[src/rtl/pc_fetch_ctrl.sv]
// pc_fetch_ctrl: fetch PC generation with valid/ready handshake, redirect buffering and stale-fetch flush
module pc_fetch_ctrl #(
  parameter int CPU_WIDTH = 32,
  parameter logic [CPU_WIDTH-1:0] RESET_PC = 32'h8000_0000,
  parameter int CNT_WIDTH = 32
) (
  input  logic                 clk,
  input  logic                 rst,
  output logic [CPU_WIDTH-1:0] pc_o,
  output logic                 pc_valid_o,
  input  logic                 pc_ready_i,
  output logic                 flush_o,
  input  logic                 br_valid_i,
  input  logic [CPU_WIDTH-1:0] br_target_i,
  input  logic                 mret_valid_i,
  input  logic [CPU_WIDTH-1:0] mret_target_i,
  input  logic                 exc_valid_i,
  input  logic [CPU_WIDTH-1:0] exc_target_i,
  input  logic                 halt_i,
  output logic                 halted_o,
  output logic [CNT_WIDTH-1:0] fetch_cnt_o
);
  typedef enum logic [1:0] {BOOT, RUN, HALT} state_t;
  state_t               r_state;
  logic [CPU_WIDTH-1:0] r_pc;
  logic [CPU_WIDTH-1:0] r_pend_tgt;
  logic                 r_pend;
  logic                 r_valid;
  logic                 r_halted;
  logic [CNT_WIDTH-1:0] r_cnt;
  logic                 w_fire;
  logic                 w_redir;
  logic [CPU_WIDTH-1:0] w_sel;
  logic [CPU_WIDTH-1:0] w_tgt;
  logic                 w_flush;
  // redirect priority (trap over mret over branch), word-aligned target, and flush decision
  always_comb begin
    w_fire  = r_valid & pc_ready_i;
    w_redir = exc_valid_i | mret_valid_i | br_valid_i;
    w_sel   = exc_valid_i ? exc_target_i : mret_valid_i ? mret_target_i : br_target_i;
    w_tgt   = {w_sel[CPU_WIDTH-1:2], 2'b00};
    w_flush = w_fire & (w_redir | r_pend);
  end
  // state machine: PC, pending redirect, valid/halted flags and fetch counter
  always_ff @(posedge clk) begin
    if (rst) begin
      r_state    <= BOOT;
      r_pc       <= RESET_PC;
      r_pend_tgt <= '0;
      r_pend     <= 1'b0;
      r_valid    <= 1'b0;
      r_halted   <= 1'b0;
      r_cnt      <= '0;
    end else begin
      case (r_state)
        BOOT: begin
          r_state <= halt_i ? HALT : RUN;
          r_valid <= ~halt_i;
          r_halted <= halt_i;
          if (w_redir) r_pc <= w_tgt;
        end
        RUN: begin
          if (w_fire && !w_flush) r_cnt <= r_cnt + CNT_WIDTH'(1);
          if (halt_i) begin
            r_state  <= HALT;
            r_valid  <= 1'b0;
            r_halted <= 1'b1;
            r_pend   <= 1'b0;
          end else if (w_fire) begin
            r_pc   <= w_redir ? w_tgt : r_pend ? r_pend_tgt : r_pc + CPU_WIDTH'(4);
            r_pend <= 1'b0;
          end else if (w_redir) begin
            r_pend     <= 1'b1;
            r_pend_tgt <= w_tgt;
          end
        end
        default: begin
          r_valid  <= 1'b0;
          r_halted <= 1'b1;
        end
      endcase
    end
  end
  assign pc_o        = r_pc;
  assign pc_valid_o  = r_valid;
  assign halted_o    = r_halted;
  assign fetch_cnt_o = r_cnt;
  assign flush_o     = w_flush;
endmodule
[config.mk]
export PLATFORM = sky130hd
export DESIGN_NAME = pc_fetch_ctrl
export DESIGN_NICKNAME = d
export VERILOG_FILES = /design/src/rtl/pc_fetch_ctrl.sv
export SDC_FILE = /design/constraint.sdc
export NUM_CORES = 1
export LEC_CHECK = 0
export BUFFER_PORTS_ARGS = -buffer_cell sky130_fd_sc_hd__clkbuf_2
export CORE_ASPECT_RATIO = 0.6
export CORE_MARGIN = 2
export CORE_UTILIZATION = 54
export CTS_BUF_LIST = sky130_fd_sc_hd__clkbuf_8
export DETAILED_ROUTE_END_ITERATION = 16
export PLACE_DENSITY_LB_ADDON = 0.15
export SYNTH_ARGS = -nofsm -noshare
export SYNTH_HDL_FRONTEND = slang
export SYNTH_SLANG_ARGS = --single-unit
[constraint.sdc]
create_clock -name clk -period 2.7 [get_ports clk]
set_clock_uncertainty 0.05 [all_clocks]
set_input_delay 0 -clock clk [delete_from_list [all_inputs] [get_ports clk]]
set_output_delay 0 -clock clk [all_outputs]
set_load 0.05 [all_outputs]
# Word level (Yosys, flattened, before mapping)

Index checks and enable logic that the tools add are counted.

Output and inout port bits: 67
Logic and storage cells: 49
Bits in registers: 99
Input port bits: 103

$add $sub $neg: 2
Bitwise operators: 7
Multiplexer cells: 18
Equality and inequality tests: 5
Reductions and logical operators: 10

Operators by type and width:

| operator                                                        | number |
|---|---|
| 32-bit 2-to-1 mux                                               | 7 |
| 32-bit case mux with 2 select lines                             | 1 |
| 32-bit by 1-bit adder with 32-bit output, second input constant | 1 |
| 32-bit by 3-bit adder with 32-bit output, second input constant | 1 |
| 2-bit inequality test, second input constant                    | 4 |
| 4-bit AND reduction                                             | 2 |
| 2-bit AND reduction                                             | 3 |
| 1-bit 2-to-1 mux                                                | 5 |
| 2-bit 2-to-1 mux                                                | 2 |
| 1-bit case mux with 2 select lines                              | 2 |
| 2-bit case mux with 2 select lines                              | 1 |
| 1-bit bitwise OR                                                | 3 |
| 3-bit nonzero test                                              | 1 |
| 1-bit bitwise AND                                               | 2 |
| 2-bit by 1-bit == test with 1-bit output, second input constant | 1 |
| 2-bit logical NOT                                               | 1 |
| 1-bit NOT                                                       | 2 |
| 2-bit nonzero test                                              | 1 |
| 1-bit logical AND                                               | 1 |
| 1-bit logical NOT                                               | 1 |

# Depth between registers and ports, before layout

Word-level depth: 7
Mapped depth: 9
Depth with buffers taken out: 7

# Worst setup path after synthesis

OpenSTA, ideal clock, no wires.

Path kind: register -> register
Start point: register r_cnt[2], in the netlist fetch_cnt_o[2]
End point: register r_cnt[30], in the netlist fetch_cnt_o[30]
Data required time: 2.579 ns
Library setup time: 0.071 ns
Path buffers: 1
Data arrival time: 2.228 ns
Slack: 0.352 ns
Cell stages (with the launch flop): 8
Cells stage by stage: dfxtp_1 -> and4_4 -> nand4_4 -> nor3_4 -> nand3_2 -> buf_6 -> or3_1 -> a21oi_1

Longest elaborated chain between the ends: 1

RTL lines:

| what                                     | RTL line | RTL |
|---|---|---|
| start, declared                          | 30       | `logic [CNT_WIDTH-1:0] r_cnt;` |
| start signal, assigned                   | 63       | `if (w_fire && !w_flush) r_cnt <= r_cnt + CNT_WIDTH'(1);` |
| 32-bit by 1-bit adder with 32-bit output | 63       |  |

Every way passes these cells.
A chain may end at the register's enable or synchronous reset.

# Worst setup path after layout

Start point: register r_state[0]
End point: register r_cnt[31], in the netlist fetch_cnt_o[31]

Longest elaborated chain between the ends: 2

RTL lines:

| what                                     | RTL line | RTL |
|---|---|---|
| start, declared                          | 24       | `state_t r_state;` |
| start signal, assigned                   | 57       | `r_state <= halt_i ? HALT : RUN;` |
| 2-bit by 1-bit == test with 1-bit output | 55       | `case (r_state)` |
| 2-bit AND reduction (no source line)     | n/a      |  |

Every way passes these cells.

==> results.md <==
Global route:
- The first global-routing pass estimated 24700 um of wire.
- The overall overflow remaining after global route is 0.
- The largest net degree at the start of global routing is 58.
- The initial antenna violation count is 0.
- The number of global-route vias before repair came to 5294.
- Global routing used 27.8% of the available tracks.

Setup path:
- STA classifies the critical path startpoint as a register.
- The cell type with the highest occurrence count on the critical path is sky130_fd_sc_hd__nor3_1.
- The worst setup path is captured at a register.
- The worst reg-to-reg path cell count is 6.
- The largest single stage delay on the critical path is about 510 ps.
- The category of the critical setup timing path is reg -> reg.
- The startpoint identified for the worst register-to-register timing path is r_state[0].
- The minimum setup slack among reg-to-reg paths is 190 ps.
- The worst register-to-register path ends at fetch_cnt_o[31].
- The cell type group with the largest total delay on the critical path is simple AND/OR/NAND/NOR gates.
- The arrival time of data at the critical path endpoint is 2730 ps.
- Walking the worst path, the cells encountered are nor2b_1 > nand4_1 > nor3_1 > nand3_1 > nor3_1 > mux2_2.
- The critical path endpoint is fetch_cnt_o[31].
- The cell with the biggest individual delay on the critical path is sky130_fd_sc_hd__dfxtp_1.
- Counting buffers and inverters, the worst setup path is 6 cells deep.
- The required time at the endpoint of the critical path is 2920 ps.
- The count of buffer and inverter cells on the critical path is 0.
- Tracing the worst setup path back leads to its startpoint at r_state[0].
- Along the worst path, the maximum fanout reaches 12.

Power:
- Total power for the finished layout comes to 3250 uW.
- IR analysis of the VDD net gives a maximum drop of 0.241 mV.
- For this design the ratio of total power to cell area is 472 nW/um2.
- The cell leakage power is approximately 0.0029 uW.

CTS:
- The post-cts sizing count is 0.
- The clock latency on the worst-skew pair is 380 ps.
- In this run, CTS created clock tree buffers numbering 9.
- The number of setup buffers added after CTS is 0.
- The clock-pin slew reported for the worst setup and hold paths after clock tree synthesis is 90 ps.
- The number of levels in the clock H-tree is 3.
- Hold repair after CTS inserted 27 buffers.
- The TritonCTS clock tree is done.
- The total number of clock tree sinks is 97.
- The library cell used as clock root buffer is sky130_fd_sc_hd__clkbuf_8.
- In this run the deepest clock path goes through 2 buffers.

Yosys:
- The number of flip-flops and latches in the synthesized netlist is 97.
- For this run, the leading register cell type out of synthesis is sky130_fd_sc_hd__dfxtp_1.
- Counting every instance in the synthesized netlist gives between 700 and 800.
- After synthesis, the largest family of logic cells by area is simple AND/OR/NAND/NOR gates.
- The xor and xnor fraction of the mapped netlist area is 6.61%.
- The synthesized design contains 0 enable-type register cells.
- For this run, asynchronously set or reset flops after synthesis account for 0%.
- The synthesized-area fraction occupied by adder cells is less than 1%.
- The post-synthesis instance area is around 5600 um2.
- After synthesis, the share of cell area in mux cells is 7.08%.
- The total of warnings raised by yosys is 0.
- The synthesized netlist devotes 28.2% of its cell area to simple gates.
- The share of the synthesized area in compound gates (AO/OA/AOI/OAI) is between 10% and 20%.
- The share of the Yosys chip area taken by registers is 34.9%.
- The average instance in the mapped netlist occupies 7.49 um2.
- The count of distinct cell types in the synthesized netlist is 54.

Floorplan:
- From bottom edge to top edge, the die measures just over 80 um.
- The total die area is ~11000 um2.
- The die is 135 um wide.
- After floorplanning, the core was sized to cover a little under 10000 um2.
- In this run the count of I/O pins placed on the die edge is between 150 and 200.
- The floorplan has 28 rows.
- The starting utilization of the core area is a little under three fifths.

STA:
- For the finished layout, the period the worst path requires is approximately 2500 ps.
- For the final routed database, the setup TNS stands at 0 ps.
- The minimum hold slack is -0.415 ps.
- The final-report setup violation count is 0.
- The final clock period utilization by the worst path is 93.0%.
- The final number of hold-violating endpoints is 1.
- In this run the tightest slew margin relative to its limit is approximately 57%.
- The count of pins over their slew limit is 0.
- At the pin with the least slew margin, the transition time is 641 ps.
- The maximum achievable frequency is 0.398 GHz.
- Setup repair after global routing left no endpoint under its margin.

Routing:
- For this block, the via count after detailed routing is between 5000 and 6000.
- The detailed router finished its first iteration with 400 violations.
- After detailed routing, the average wire length per cell comes to roughly 15 um.
- In the routed design, unresolved DRC markers number 0.
- The detail-routed via count per cell is 5.62.
- The first detailed-routing pass ran for 6 iterations.
- In this run the remaining antenna-violating nets after routing total 0.
- The detailed-route wire length is 15800 um.

Cells and area:
- The library cell used most frequently in the layout, excluding fill and tap cells, is sky130_fd_sc_hd__nor2_1.
- The area added between synthesis and finish is 23.8%.
- The net count of the finished layout is 1006.
- The post-route core utilization is 69.3%.
- The count of antenna diodes in the layout is 0.
- The top cell types in the final layout, fill and taps aside, are 161 x sky130_fd_sc_hd__nor2_1, 160 x sky130_fd_sc_hd__clkbuf_2, 97 x sky130_fd_sc_hd__dfxtp_1, 85 x sky130_fd_sc_hd__a21oi_1, 47 x sky130_fd_sc_hd__o21ai_0.
- The fraction of layout instances using a drive strength above 1 is a little under a quarter.
- The finished cells cover 6890 um2.
- The filler cell count in the final layout is around 900.

Job:
- The number of violations of the max-capacitance limit is 0.

Worst hold path:
- The tightest min-delay check is of the in -> reg type.

Outcome:
- The run finished, with violations left.
- The final reports fail on negative hold slack.

Placement:
- Buffers placed on the I/O ports in this run total 161.
- Detailed placement finished with a half-perimeter wire length of 10900 um.
- The routability congestion estimate from global placement is 0.808.
- Once placement finished, the instance area stood at about 6400 um2.
-- where the power goes --
| part | leakage (uW) | switching (uW) | internal [uW] | total (uW) |
|---|---|---|---|---|
| Combinational | 0.00200 | 483 | 265 | 748 |
| Sequential | 0.000791 | 89.8 | 1490 | 1580 |
| Clock | 0.0000984 | 509 | 409 | 918 |
| Total | 0.00288 | 1080 | 2170 | 3250 |
-- Yosys cell counts, drive strengths merged (2+ instances only) --
master	instances	area [um2]
o211ai	6	45.0
o21ai	47	235
a211oi	19	148
and4	9	83.8
clkbuf	39	146
nor4	10	77.6
dfxtp	97	1940
mux2i	36	360
nand2	47	176
mux2	3	33.8
inv	8	30.0
and3	8	51.3
a21o	8	60.1
xor2	18	158
nand3	23	125
nand4	14	118
nor2b	3	18.8
xnor2	24	210
nor3	25	148
a21oi	85	425
buf	14	80.1
nand2b	3	18.8
ha	2	25.0
nor2	162	608
or3	14	90.1
or2	2	12.5
-- per-stage QoR --
step	worst slack, ps	std cells
after global placement	350	998
after global routing	37.0	1041
after detailed placement	274	998
after CTS	260	1041
final	188	1041
after floorplan	352	744
-- how the worst min path moves through the flow --
stage | startpoint | endpoint | slack [ps] | cells after the start
finish | exc_target_i[27] | r_pend_tgt[27] | -0.4 | 5
global route | exc_target_i[21] | r_pend_tgt[21] | 40 | 5
CTS | exc_target_i[27] | r_pend_tgt[27] | 0.8 | 5
detailed placement | halt_i | r_state[1] | 250 | 3
global placement | halt_i | r_state[1] | 240 | 3
floorplan | halt_i | r_state[1] | 90 | 2
-- state kept, by name, summed over array words and instances (netlist names) --
signal and cells:
halted_o 1, pc_o 30, r_state 2, fetch_cnt_o 32
r_pend 1, pc_valid_o 1, r_pend_tgt 30
-- layer usage --
layer | vias up | routed length (um) | global-route usage [%]
met5 | - | 0 | 0
met4 | 0 | 255 | 8.44
met3 | 27 | 1100 | 5.80
met2 | 223 | 7280 | 48.2
met1 | 2688 | 7140 | 35.6
li1 | 2912 | - | -
-- cell families (layout without fill, tap and decap cells) --
logic type | after synthesis | count (layout)
xor gates and xnor gates | 42 | 42
AOI/OAI and AO/OA | 176 | 176
adders and majority gates | 2 | 2
other | 1 | 2
buffers and inverters | 61 | 223
muxes | 39 | 39
and+or+nand+nor | 325 | 325
DFF | 97 | 97
-- tightest hold or removal path, stage by stage --
cell                       delay (ps)
sky130_fd_sc_hd__clkbuf_2          70
sky130_fd_sc_hd__a21oi_1           80
sky130_fd_sc_hd__nor2_1            90
sky130_fd_sc_hd__a21oi_1           50
sky130_fd_sc_hd__nor2_1            90
-- layout make-up --
cell class | count | area [um2] | share of cell area (%)
multi-input combinational | 586 | 3390 | 49.2
tap | 135 | 169 | 2.45
clock buffer | 12 | 165 | 2.40
timing repair buffer | 199 | 1170 | 17.0
sequential | 97 | 1940 | 28.2
clock inverter | 4 | 26.3 | 0.381
inverter | 8 | 30.0 | 0.436
(Power assumes the default switching activity.)
